`src/rtl/fetch_seq_pkg.sv`:
```
// Shared types and constants for the instruction fetch sequencer.
package fetch_seq_pkg;

  typedef enum logic [2:0] {
    ST_IDLE   = 3'd0,
    ST_PC_LD  = 3'd1,
    ST_MAR_LD = 3'd2,
    ST_PM_RD  = 3'd3,
    ST_MDR_LD = 3'd4,
    ST_IR_LD  = 3'd5,
    ST_VALID  = 3'd6
  } fetch_state_t;

  localparam int                     FETCH_CNT_W    = 8;
  localparam logic [FETCH_CNT_W-1:0] FETCH_CNT_MAX  = 8'd255;
  localparam int                     PM_LAT_DEFAULT = 1;

  // One bit per datapath load strobe plus the decode-side valid.
  typedef struct packed {
    logic pc;
    logic mar;
    logic pm;
    logic mdr;
    logic ir;
    logic vld;
  } strobe_t;

endpackage

```
`src/rtl/fetch_sequencer.sv`:
```
// Fetch control FSM: steps PC/MAR/PM/MDR/IR strobes and hands each instruction to decode.
// Latency: start to PC load 1 cycle; one instruction per 5+PM_LAT cycles with fetch_ready held.
// Backpressure: holds in VALID with all strobes low until fetch_ready; redirect abandons the fetch.
module fetch_sequencer
  import fetch_seq_pkg::*;
#(
  parameter int PM_LAT = PM_LAT_DEFAULT,
  parameter int ADDR_W = 5
) (
  input  logic                   clk,
  input  logic                   rst_n,
  input  logic                   start,
  input  logic                   halt,
  input  logic                   redirect_valid,
  input  logic [ADDR_W-1:0]      redirect_addr,
  input  logic                   fetch_ready,
  output logic                   fetch_valid,
  output logic [ADDR_W-1:0]      pc_addr,
  output logic                   PC_rd_wr,
  output logic                   MAR_rd_wr,
  output logic                   PM_rd_wr,
  output logic                   MDR_rd_wr,
  output logic                   IR_rd_wr,
  output logic                   busy,
  output logic [FETCH_CNT_W-1:0] fetch_count
);

  localparam int WAIT_W = 2;

  fetch_state_t      state, next_state;
  logic [WAIT_W-1:0] wait_cnt;
  logic              halt_pend;
  logic              wait_done;
  logic              handshake;
  strobe_t           strb_nxt;

  assign wait_done = (wait_cnt == WAIT_W'(PM_LAT - 1));
  assign handshake = (state == ST_VALID) && fetch_ready;

  always_comb begin
    next_state = state;
    case (state)
      ST_IDLE:   if (start && !halt && !redirect_valid) next_state = ST_PC_LD;
      ST_PC_LD:  next_state = ST_MAR_LD;
      ST_MAR_LD: next_state = ST_PM_RD;
      ST_PM_RD:  if (wait_done) next_state = ST_MDR_LD;
      ST_MDR_LD: next_state = ST_IR_LD;
      ST_IR_LD:  next_state = ST_VALID;
      ST_VALID:  if (fetch_ready) next_state = (halt_pend || halt) ? ST_IDLE : ST_PC_LD;
      default:   next_state = ST_IDLE;
    endcase
    // Redirect wins over everything outside IDLE, including a pending halt.
    if (state != ST_IDLE && redirect_valid) next_state = ST_PC_LD;
  end

  // Strobes are decoded from the next state so the registered copy lines up with the state.
  always_comb begin
    strb_nxt = '0;
    case (next_state)
      ST_PC_LD:  strb_nxt.pc  = 1'b1;
      ST_MAR_LD: strb_nxt.mar = 1'b1;
      ST_PM_RD:  strb_nxt.pm  = 1'b1;
      ST_MDR_LD: strb_nxt.mdr = 1'b1;
      ST_IR_LD:  strb_nxt.ir  = 1'b1;
      ST_VALID:  strb_nxt.vld = 1'b1;
      default:   ;
    endcase
  end

  always_ff @(posedge clk or negedge rst_n) begin
    if (!rst_n) begin
      state       <= ST_IDLE;
      wait_cnt    <= '0;
      halt_pend   <= 1'b0;
      pc_addr     <= '0;
      fetch_count <= '0;
      PC_rd_wr    <= 1'b0;
      MAR_rd_wr   <= 1'b0;
      PM_rd_wr    <= 1'b0;
      MDR_rd_wr   <= 1'b0;
      IR_rd_wr    <= 1'b0;
      fetch_valid <= 1'b0;
      busy        <= 1'b0;
    end else begin
      state    <= next_state;
      wait_cnt <= (state == ST_PM_RD && next_state == ST_PM_RD) ? wait_cnt + 1'b1 : '0;

      if (next_state == ST_IDLE)
        halt_pend <= 1'b0;
      else if (state != ST_IDLE && halt)
        halt_pend <= 1'b1;

      if (redirect_valid)
        pc_addr <= redirect_addr;
      else if (handshake)
        pc_addr <= pc_addr + ADDR_W'(1);

      if (handshake && fetch_count != FETCH_CNT_MAX)
        fetch_count <= fetch_count + 1'b1;

      PC_rd_wr    <= strb_nxt.pc;
      MAR_rd_wr   <= strb_nxt.mar;
      PM_rd_wr    <= strb_nxt.pm;
      MDR_rd_wr   <= strb_nxt.mdr;
      IR_rd_wr    <= strb_nxt.ir;
      fetch_valid <= strb_nxt.vld;
      busy        <= (next_state != ST_IDLE);
    end
  end

endmodule

```
`config.mk`:
```
export PLATFORM = sky130hd
export DESIGN_NAME = fetch_sequencer
export DESIGN_NICKNAME = d
export VERILOG_FILES = /design/src/rtl/fetch_seq_pkg.sv /design/src/rtl/fetch_sequencer.sv
export SDC_FILE = /design/constraint.sdc
export NUM_CORES = 1
export LEC_CHECK = 0
export ABC_AREA = 1
export BUFFER_PORTS_ARGS = -buffer_cell sky130_fd_sc_hd__clkbuf_2
export CORE_UTILIZATION = 47
export DETAILED_ROUTE_END_ITERATION = 8
export PLACE_DENSITY_LB_ADDON = 0.12
export SYNTH_ARGS = -nofsm -noshare
export SYNTH_HDL_FRONTEND = slang
export SYNTH_SLANG_ARGS = --single-unit
export TNS_END_PERCENT = 20
```
`constraint.sdc`:
```
create_clock -name clk -period 1.3 [get_ports clk]
set_input_delay 0.195 -clock clk [delete_from_list [all_inputs] [get_ports clk]]
set_output_delay 0.195 -clock clk [all_outputs]
set_load 0.05 [all_outputs]
```
# Word level (Yosys, flattened, before mapping)
# Index checks and enable logic that the tools add are counted.
# op_classes
n_mux	17
n_eq_ne	13
n_reduce_logical	17
addsub	3
# ops
cell	n
case mux 3 bit (7 select lines)	1
== test 3 bit, second input constant	6
== test 3 x 2 -> 1 bit, second input constant	4
2-to-1 mux 3 bit	4
2-to-1 mux 5 bit	2
2-to-1 mux 1 bit	9
adder 8 x 1 -> 8 bit, second input constant	1
inequality test 8 bit, second input constant	1
logical AND 1 bit	7
== test 3 x 1 -> 1 bit, second input constant	2
logical NOT 3 bit	2
nonzero test 3 bit	2
adder 5 x 1 -> 5 bit, second input constant	1
nonzero test 2 bit	2
adder 2 x 1 -> 2 bit, second input constant	1
logical NOT 1 bit	2
logical NOT 2 bit	1
2-to-1 mux 2 bit	1
logical OR 1 bit	1
# totals
out_inout_bits	20
ff_bits	26

# Longest topological paths before layout
# Gate-level depths: netlist of run 1.
# logic_depth
word_depth	9
mapped_depth	10
mapped_depth_nobuf	10

# Worst setup path before layout of run 1
# OpenSTA, ideal clock, no wires.
# synth_timing
path_type	flip-flop to flip-flop
from	register fetch_count[1]
to	register fetch_count[4]
path_slack_ns	-0.393
path_stages_with_launch	9
arrival_time_ns	1.573
cell_sequence	dfrtp_1 -> ha_1 -> nand2_2 -> nor3_4 -> nand2_2 -> nand2_4 -> inv_4 -> nand3b_1 -> nand2_1
# synth_between
elab_chain_cells	2
elab_cells_between_ends	3
classes_between	add/sub: 1; eq/ne: 1; reduce/logical: 1
# synth_rtl
element	line_no	rtl
from (decl)	fetch_sequencer.sv:25	output logic [FETCH_CNT_W-1:0] fetch_count
from (signal assigned)	fetch_sequencer.sv:99	fetch_count <= fetch_count + 1'b1;
parallel branches: the longest is 2 deep, another holds adder 8 x 1 -> 8 bit	-	
# Several ways; the timed one is not identified.
# A chain may end at the register's enable or synchronous reset.

# Worst setup path in the final report of run 1
# layout_timing
from	register state[0]
to	register wait_cnt[0]
# layout_between
elab_chain_cells	6
elab_cells_between_ends	17
classes_between	eq/ne: 7; mux: 6; reduce/logical: 4
# layout_rtl
element	line_no	rtl
from (decl)	fetch_sequencer.sv:30	fetch_state_t state, next_state;
from (signal assigned)	fetch_sequencer.sv:85	state <= next_state;
== test 3 bit (tied with other cells)	fetch_sequencer.sv:42	case (state)
case mux 3 bit (7 select lines) / logical AND 1 bit (equally long branches)	fetch_sequencer.sv:42, fetch_sequencer.sv:53	
2-to-1 mux 3 bit (*)	fetch_sequencer.sv:53	if (state != ST_IDLE && redirect_valid) next_state = ST_PC_LD;
named net next_state[1]	fetch_sequencer.sv:30	
== test 3 x 2 -> 1 bit (*)	fetch_sequencer.sv:86	wait_cnt <= (state == ST_PM_RD && next_state == ST_PM_RD) ? wait_cnt + 1'b1 : '0;
logical AND 1 bit (*)	fetch_sequencer.sv:86	
2-to-1 mux 2 bit (*)	fetch_sequencer.sv:86	
to (signal assigned)	fetch_sequencer.sv:86	
to (decl)	fetch_sequencer.sv:31	logic [WAIT_W-1:0] wait_cnt;
# Mark *: on every way through the listed nets, which the timed path passes. The rest lies on a longest branch.

==> impl_summary.md, run 1 <==
Layout
Relative to the synthesized area, the layout overhead comes to 32.80%. The ratio of cells with drive above 1 in the final layout is 0.4513. The number of antenna diodes in the final layout is 0. The net count of the finished layout is 210. The number of standard cells in the layout, taps in and fillers out is 225. The filler cell count is 213.

Route
Dividing the detail-routed via count by the number of cells gives 5.018. The detail-routed net length per standard cell is 12.54 um. The initial detailed-routing violation count is 36. The first detailed-routing pass took 4 iterations. For this run, design rule violations remaining after detail routing come to 0. In this run the remaining antenna-violating nets after routing total 0.

The total length of routed wires is 2.821 mm. The routed layout has 1129 vias.

CTS
The clock latency on the worst-skew pair is 0.31 ns. The number of buffers added by the clock tree synthesis step is 3. The TritonCTS clock tree is built. The library cell used as clock root buffer is sky130_fd_sc_hd__clkbuf_4. Counting along the longest clock path gives a buffer depth of 2. The H-tree level count is 1.

After clock tree synthesis, the clock-pin slew on the worst setup and hold paths is 0.14 ns. The number of clock sinks seen by CTS is 26.

Placement
The placer's final routability congestion estimate is 0.8207. The half-perimeter wire length of the detailed placement result is 1.985 mm. Input and output buffers added on the ports amount to 30. The instance count after placement with tap cells included is 213.

Logic synthesis
Counting distinct cell types in the post-synthesis netlist gives 26. The commonest cells after synthesis are sky130_fd_sc_hd__nand2_1, sky130_fd_sc_hd__dfrtp_1, sky130_fd_sc_hd__inv_1, sky130_fd_sc_hd__nor2_1, sky130_fd_sc_hd__nand3_1. In this run, synthesis inferred 0 flip-flops with an integrated enable. The sequential cell area fraction in the yosys report is 0.4873. After synthesis, the share of flip-flops with an asynchronous set or reset is 1.000. The warning count from the yosys run is 0. The gate count after technology mapping is 152. The register bit count reported by yosys is 26. The net count after synthesis is 166. After synthesis, the cell types taking the most area are sky130_fd_sc_hd__dfrtp_1, sky130_fd_sc_hd__nand2_1, sky130_fd_sc_hd__inv_1. The mapped netlist covers 1335 um^2. The area fraction of the dominant cell type after synthesis is 0.4873. In this run the mean area of a mapped cell was 8.783 um^2. The most used flip-flop cell after synthesis is sky130_fd_sc_hd__dfrtp_1.

The largest total area in the synthesized netlist belongs to sky130_fd_sc_hd__dfrtp_1. sky130_fd_sc_hd__nand2_1 is the most common cell in the netlist.

Critical path
The worst register-to-register path ends at wait_cnt[0]$_DFF_PN0_. The element type at the critical path start is a flop. At the worst endpoint, the required time is 1.55 ns.

The critical path start-end classification is reg -> reg. At the worst endpoint, the arrival time is 1.59 ns. For flop-to-flop paths, the worst setup slack is -0.03 ns. In this run the worst path has a maximum fanout of 6. The startpoint identified for the worst register-to-register timing path is state[0]$_DFF_PN0_.

The worst setup path is captured at a flop. The length in cells of the worst reg-to-reg path is 8.

STA
Of the available clock period, the critical path in the final layout requires 1.025. The total count of max-transition violations in the final report was 0. The worst setup margin is -0.03234 ns. Derived from the worst setup path, the maximum achievable clock frequency is 750.6 MHz. The max-slew headroom at the worst pin is 0.8108. The final sum of negative setup slack is -0.05533 ns.

The clock arrives with 0.005079 ns of skew. The final-layout worst hold slack is 0.08547 ns. The hold violation count in the final report is 0.

At the pin with the least slew margin, the transition time is 0.2828 ns. Setup repair after global routing could not meet its margin everywhere. Setup violations remaining at the end of the flow were counted as 2. The worst path in the final design needs a cycle of 1.332 ns, including I/O delays and setup.

Floorplanning
The die outline area is 3058 um^2. Measured along the y axis, the die boundary spans 55.30 um. The horizontal die dimension is 55.30 um.

The number of top-level pins is 31. The number of placement rows is 18. The effective utilization at floorplan is 0.5155. In this run the standard cell core region covers 2590 um^2.

Power
The post-route total power is 3774 uW. The power density over the cells is 2129 nW/um^2. The largest voltage drop on the vdd net is 1653 uV. The leakage component of the power is 0.0008960 uW.

Global route
The maximum number of pins on one net before global-route repair is 21. The final global-route overflow total is 0. The first global-routing pass estimated 4.595 mm of wire. For this run, the total global-route usage over all layers was measured as 0.1872.

The number of global-route vias before repair is 1072. The number of antenna violations at the first check in global routing is 0.

Min path
The beginning of the worst hold path is redirect_addr[1]. The worst hold path terminates at pc_addr[1]$_DFFE_PN0P_. The tightest min-delay check is of the in -> reg type. The number of stages on the worst hold path is 3.

Outcome
The checks that failed: negative setup slack. The flow ran to the end, but the final reports show violations.

Flow run
The number of max-capacitance violations reported is 0.
## per-layer routing
metal | share of wire | routed length (um) | GRT usage
met1 | 0.42 | 1174 | 0.2339
met2 | 0.55 | 1556 | 0.3287
met3 | 0.019 | 55 | 0.02342
met4 | 0.012 | 34 | 0.07143
met5 | 0 | 0 | 0
## area by class of cell
cell class                 count  area, um^2  share of cell area
timing repair buffer          40       254.0              0.1433
multi-input combinational    106       701.9              0.3959
sequential                    26       661.9              0.3733
tap                           30       37.54             0.02117
clock buffer                   4       36.28             0.02047
inverter                      19       81.33             0.04587
## metrics by stage
| step | utilization | cell area (um^2) | worst slack, ns |
|---|---|---|---|
| after floorplan | - | 1356 | -0.1166 |
| after global routing | 0.6845 | 1773 | -0.1079 |
| after CTS | 0.6430 | 1665 | -0.005990 |
| final | 0.6845 | 1773 | -0.03234 |
| after global placement | 0.6039 | 1564 | 0.01949 |
| after detailed placement | 0.6039 | 1564 | -0.01166 |
## sequential cells by signal, indices dropped and copies added, names as in the netlist, 2 cells and up
name / count
fetch_count: 8
pc_addr: 5
wait_cnt: 2
state: 3
## layout by cell type (no fill, tap or decap), types with 2 or more instances in the layout
cell,count
sky130_fd_sc_hd__nand2_1,41
sky130_fd_sc_hd__clkbuf_2,28
sky130_fd_sc_hd__dfrtp_1,17
sky130_fd_sc_hd__nor2_1,12
sky130_fd_sc_hd__inv_1,11
sky130_fd_sc_hd__dfrtp_2,9
sky130_fd_sc_hd__nand2_4,7
sky130_fd_sc_hd__nand3_1,7
sky130_fd_sc_hd__inv_2,6
sky130_fd_sc_hd__nand2_2,5
sky130_fd_sc_hd__buf_4,5
sky130_fd_sc_hd__o211ai_1,4
sky130_fd_sc_hd__xor2_1,4
sky130_fd_sc_hd__clkbuf_4,4
sky130_fd_sc_hd__nand3_4,3
sky130_fd_sc_hd__nor2_2,3
sky130_fd_sc_hd__xnor2_1,3
sky130_fd_sc_hd__buf_6,3
sky130_fd_sc_hd__nand3_2,2
sky130_fd_sc_hd__nor3_2,2
sky130_fd_sc_hd__nor3_1,2
sky130_fd_sc_hd__o21ai_1,2
sky130_fd_sc_hd__ha_4,2
## power breakdown
group          internal [uW]  total, uW  leakage (uW)  switching (uW)
Combinational            717       2130      0.000555            1410
Sequential              1040       1240      0.000320             206
Clock                    171        404     0.0000210             233
## critical path, cell delays in order, from the launching register on
cell and delay, ns:
sky130_fd_sc_hd__dfrtp_2 0.49, sky130_fd_sc_hd__buf_6 0.15, sky130_fd_sc_hd__nand2_4 0.08, sky130_fd_sc_hd__nand2_2 0.06, sky130_fd_sc_hd__nand2_4 0.07, sky130_fd_sc_hd__nand3_4 0.14, sky130_fd_sc_hd__clkinv_4 0.10, sky130_fd_sc_hd__nand3_4 0.08
sky130_fd_sc_hd__nor2_1 0.10
## how the worst max path moves through the flow
stage                          startpoint                    endpoint  depth (start not counted)
2_1_floorplan  fetch_count[1]$_DFFE_PN0P_  fetch_count[4]$_DFFE_PN0P_                          8
6_report               state[0]$_DFF_PN0_       wait_cnt[0]$_DFF_PN0_                          8
4_1_cts                state[1]$_DFF_PN0_       wait_cnt[0]$_DFF_PN0_                          8
3_3_place_gp   fetch_count[1]$_DFFE_PN0P_  fetch_count[4]$_DFFE_PN0P_                          8
5_1_grt                state[0]$_DFF_PN0_       wait_cnt[1]$_DFF_PN0_                          8
3_5_place_dp           state[1]$_DFF_PN0_       halt_pend$_DFFE_PN0P_                          8
## cells by family after synthesis
logic type,Yosys count,share of synthesized area
AO/OA/AOI/OAI,8,0.03936
XOR/XNOR,7,0.04592
adder cells (fa/ha/maj),3,0.02812
buffers and inverters,20,0.06467
flip-flops,26,0.4873
AND/OR/NAND/NOR,88,0.3346
## what timing repair did
| item | in CTS | in global routing |
|---|---|---|
| endpoints found under the hold margin | 26 | 0 |
| hold buffers | 1 | 0 |
| pin swaps | 7 | 14 |
| buffers inserted | 3 | 4 |
| gates resized for setup | 10 | 23 |
| setup endpoints to repair | 8 | 22 |
Note: power is estimated with default switching activity, not from simulation.
==> run 2, diff against run 1 <==
- SKIP_LAST_GASP: unset -> 1
==> run 2 against run 1 <==
  * The run still ends with negative setup slack left
  * Sequential cell count unchanged
  * First-iteration DRC count unchanged
  * Wire length decreased by 8.0%
  * Critical endpoint unchanged
==> impl_summary.md, run 2 (synthesis gave the netlist of run 1 again) <==
Placement
The placer's final routability congestion estimate is 0.8207. Input and output buffers added on the ports amount to 30. In this run the cell area measured after placement is 1564 um^2. The half-perimeter wire length of the detailed placement result is 1.985 mm.

The instance count after placement with tap cells included is 213.

Global route
The maximum number of pins on one net before global-route repair is 21. The first global-routing pass estimated 4.595 mm of wire. The number of antenna violations at the first check in global routing was 0. The number of global-route vias before repair is 1072. Summed over all layers, the global routing overflow is 0. In the global route stage, overall resource usage came out at 0.1872.

Floorplanning
The placeable core region is 2590 um^2. The die is 55.30 um tall. The die outline area is 3058 um^2. The number of top-level pins is 31. The effective utilization at floorplan is 0.5155.

The floorplan has 18 rows. From left edge to right edge, the die measures 55.30 um.

Layout
The number of standard cells in the layout, taps in and fillers out is 223. The flip-flop count of the largest register, all copies and words added is 8. 0 antenna diodes ended up in the layout. The library cell used most frequently in the layout, excluding fill and tap cells, is sky130_fd_sc_hd__nand2_1. The register bank with the most flops is fetch_count. In the final layout, the share of cells above drive strength 1 is 0.4197. The finished cells cover 1692 um^2. In the layout the commonest cells are sky130_fd_sc_hd__nand2_1, sky130_fd_sc_hd__clkbuf_2, sky130_fd_sc_hd__dfrtp_1. The filler cells instantiated in the layout total 221.

The synthesis-to-layout area growth is 26.71%. The largest registers in the layout are fetch_count: 8 flops, pc_addr: 5 flops, state: 3 flops. The net count reported at finish is 208.

STA
The worst clock skew on the final layout is 0.004043 ns. For this run, the top clock speed supported by timing is 766.3 MHz. The time the final worst path needs with I/O delays and setup is 1.305 ns. The final-layout worst hold slack is 0.08688 ns.

The worst setup margin is -0.005042 ns. For the final routed database, the setup TNS stands at -0.005042 ns. The slew at the pin closest to its max-slew limit is 0.2945 ns.

The number of endpoints failing setup at the final stage is 1. The hold violation count in the final report is 0. Dividing the final minimum period by the clock period gives 1.004. The total count of max-transition violations in the final report was 0. Setup repair after global routing could not meet its margin everywhere. In this run the tightest slew margin relative to its limit is 0.8029.

Critical path
The worst register-to-register path ends at wait_cnt[0]$_DFF_PN0_. The worst reg-to-reg setup slack is -0.005 ns. The reg-to-reg critical path startpoint is state[1]$_DFF_PN0_. The length in cells of the worst reg-to-reg path is 8. The critical path start-end classification is reg -> reg. The data required time at the worst endpoint is 1.55 ns.

Along the worst path, the maximum fanout reaches 6. The sort of element at the end of the critical path is a flop. STA classifies the critical path startpoint as a flop. Data arrives at the worst endpoint at 1.56 ns.

Power
The post-route total power is 3470 uW. The worst-case IR drop observed on VDD is 1542 uV. Summed over all cells, the static leakage comes to 0.0008536 uW. The power density over the cells is 2051 nW/um^2.

Min path
The worst hold path begins at redirect_addr[1]. For hold timing, the worst endpoint is pc_addr[1]$_DFFE_PN0P_. The worst min-delay path class is in -> reg. The worst hold path passes through 3 cells.

CTS
The TritonCTS clock tree is built. The clock transition at the registers of the reported paths is 0.14 ns. The library cell used as clock root buffer is sky130_fd_sc_hd__clkbuf_4.

The number of buffers between clock root and the deepest sink is 2. The number of buffers added by the clock tree synthesis step is 3. The clock latency on the worst-skew pair is 0.31 ns. The H-tree level count is 1.

The number of clock sinks seen by CTS is 26.

Route
Detailed routing inserted a total of 1098 vias. Dividing the detail-routed wire length by the instance count gives 11.64 um. The post-detailed-route via-to-cell ratio is 4.924. For this block, the initial DRC count from the detailed router was 36.

In the routed design, unresolved DRC markers number 0. For this block, the routed nets add up to 2.595 mm of wire. The number of nets with antenna violations after routing is 0. The first TritonRoute pass finished after 4 iterations.

Outcome
The flow ran to the end, but the final reports show violations. The checks that failed: negative setup slack.

Flow run
The number of max-capacitance violations reported is 0.
==> run 2: worst max path at each step <==
stage                                     startpoint                    endpoint  slack, ns  depth (start not counted)
after floorplan           fetch_count[1]$_DFFE_PN0P_  fetch_count[4]$_DFFE_PN0P_      -0.12                          8
after global placement    fetch_count[1]$_DFFE_PN0P_  fetch_count[4]$_DFFE_PN0P_       0.02                          8
after detailed placement          state[1]$_DFF_PN0_       halt_pend$_DFFE_PN0P_      -0.01                          8
after CTS                 fetch_count[1]$_DFFE_PN0P_  fetch_count[4]$_DFFE_PN0P_      -0.01                          8
after global routing              state[0]$_DFF_PN0_       halt_pend$_DFFE_PN0P_      -0.09                          8
final                             state[1]$_DFF_PN0_       wait_cnt[0]$_DFF_PN0_     -0.005                          8
==> run 2: timing repair <==
action / 4_1_cts / 5_1_grt
hold buffers: 1 / 0
setup buffers: 3 / 2
gates resized for setup: 7 / 7
pin swaps: 6 / 5
endpoints found under the setup margin: 8 / 22
hold endpoints to repair: 26 / 0
==> run 2: power breakdown <==
group / total [uW] / leakage [uW] / internal, uW / switching (uW)
Combinational: 1830 / 0.000512 / 572 / 1260
Sequential: 1240 / 0.000320 / 1040 / 200
Clock: 401 / 0.0000210 / 171 / 230
Total: 3470 / 0.000854 / 1780 / 1690
==> run 2: layer usage <==
layer / vias to the layer above / routed length [um] / part of all wire / global-route usage
met3: 6 / 54 / 0.021 / 0.02342
met1: 511 / 1120 / 0.43 / 0.2339
met2: 16 / 1375 / 0.53 / 0.3287
met5: - / 0 / 0 / 0
li1: 565 / - / - / -
met4: 0 / 45 / 0.017 / 0.07143
==> run 2: final cells by class <==
cell class | instances | area [um^2] | share of cell area
timing repair buffer | 38 | 225.2 | 0.1331
inverter | 19 | 78.83 | 0.04660
sequential | 26 | 661.9 | 0.3913
multi-input combinational | 106 | 651.9 | 0.3854
clock buffer | 4 | 36.28 | 0.02145
tap | 30 | 37.54 | 0.02219
==> run 2: worst max-delay path, cell delays in order, from the launching register on <==
cell and delay [ns]:
sky130_fd_sc_hd__dfrtp_2 0.47, sky130_fd_sc_hd__buf_4 0.16, sky130_fd_sc_hd__nand2_2 0.08, sky130_fd_sc_hd__nand2_1 0.07, sky130_fd_sc_hd__nand2_2 0.08, sky130_fd_sc_hd__nand3_4 0.12, sky130_fd_sc_hd__clkinv_4 0.09, sky130_fd_sc_hd__nand3_2 0.08
sky130_fd_sc_hd__nor2_1 0.10
==> run 2: through the flow <==
step / util / worst slack (ns)
floorplan: - / -0.1166
global placement: 0.6039 / 0.01949
detailed placement: 0.6039 / -0.01166
CTS: 0.6382 / -0.01285
global route: 0.6531 / -0.09017
finish: 0.6531 / -0.005042
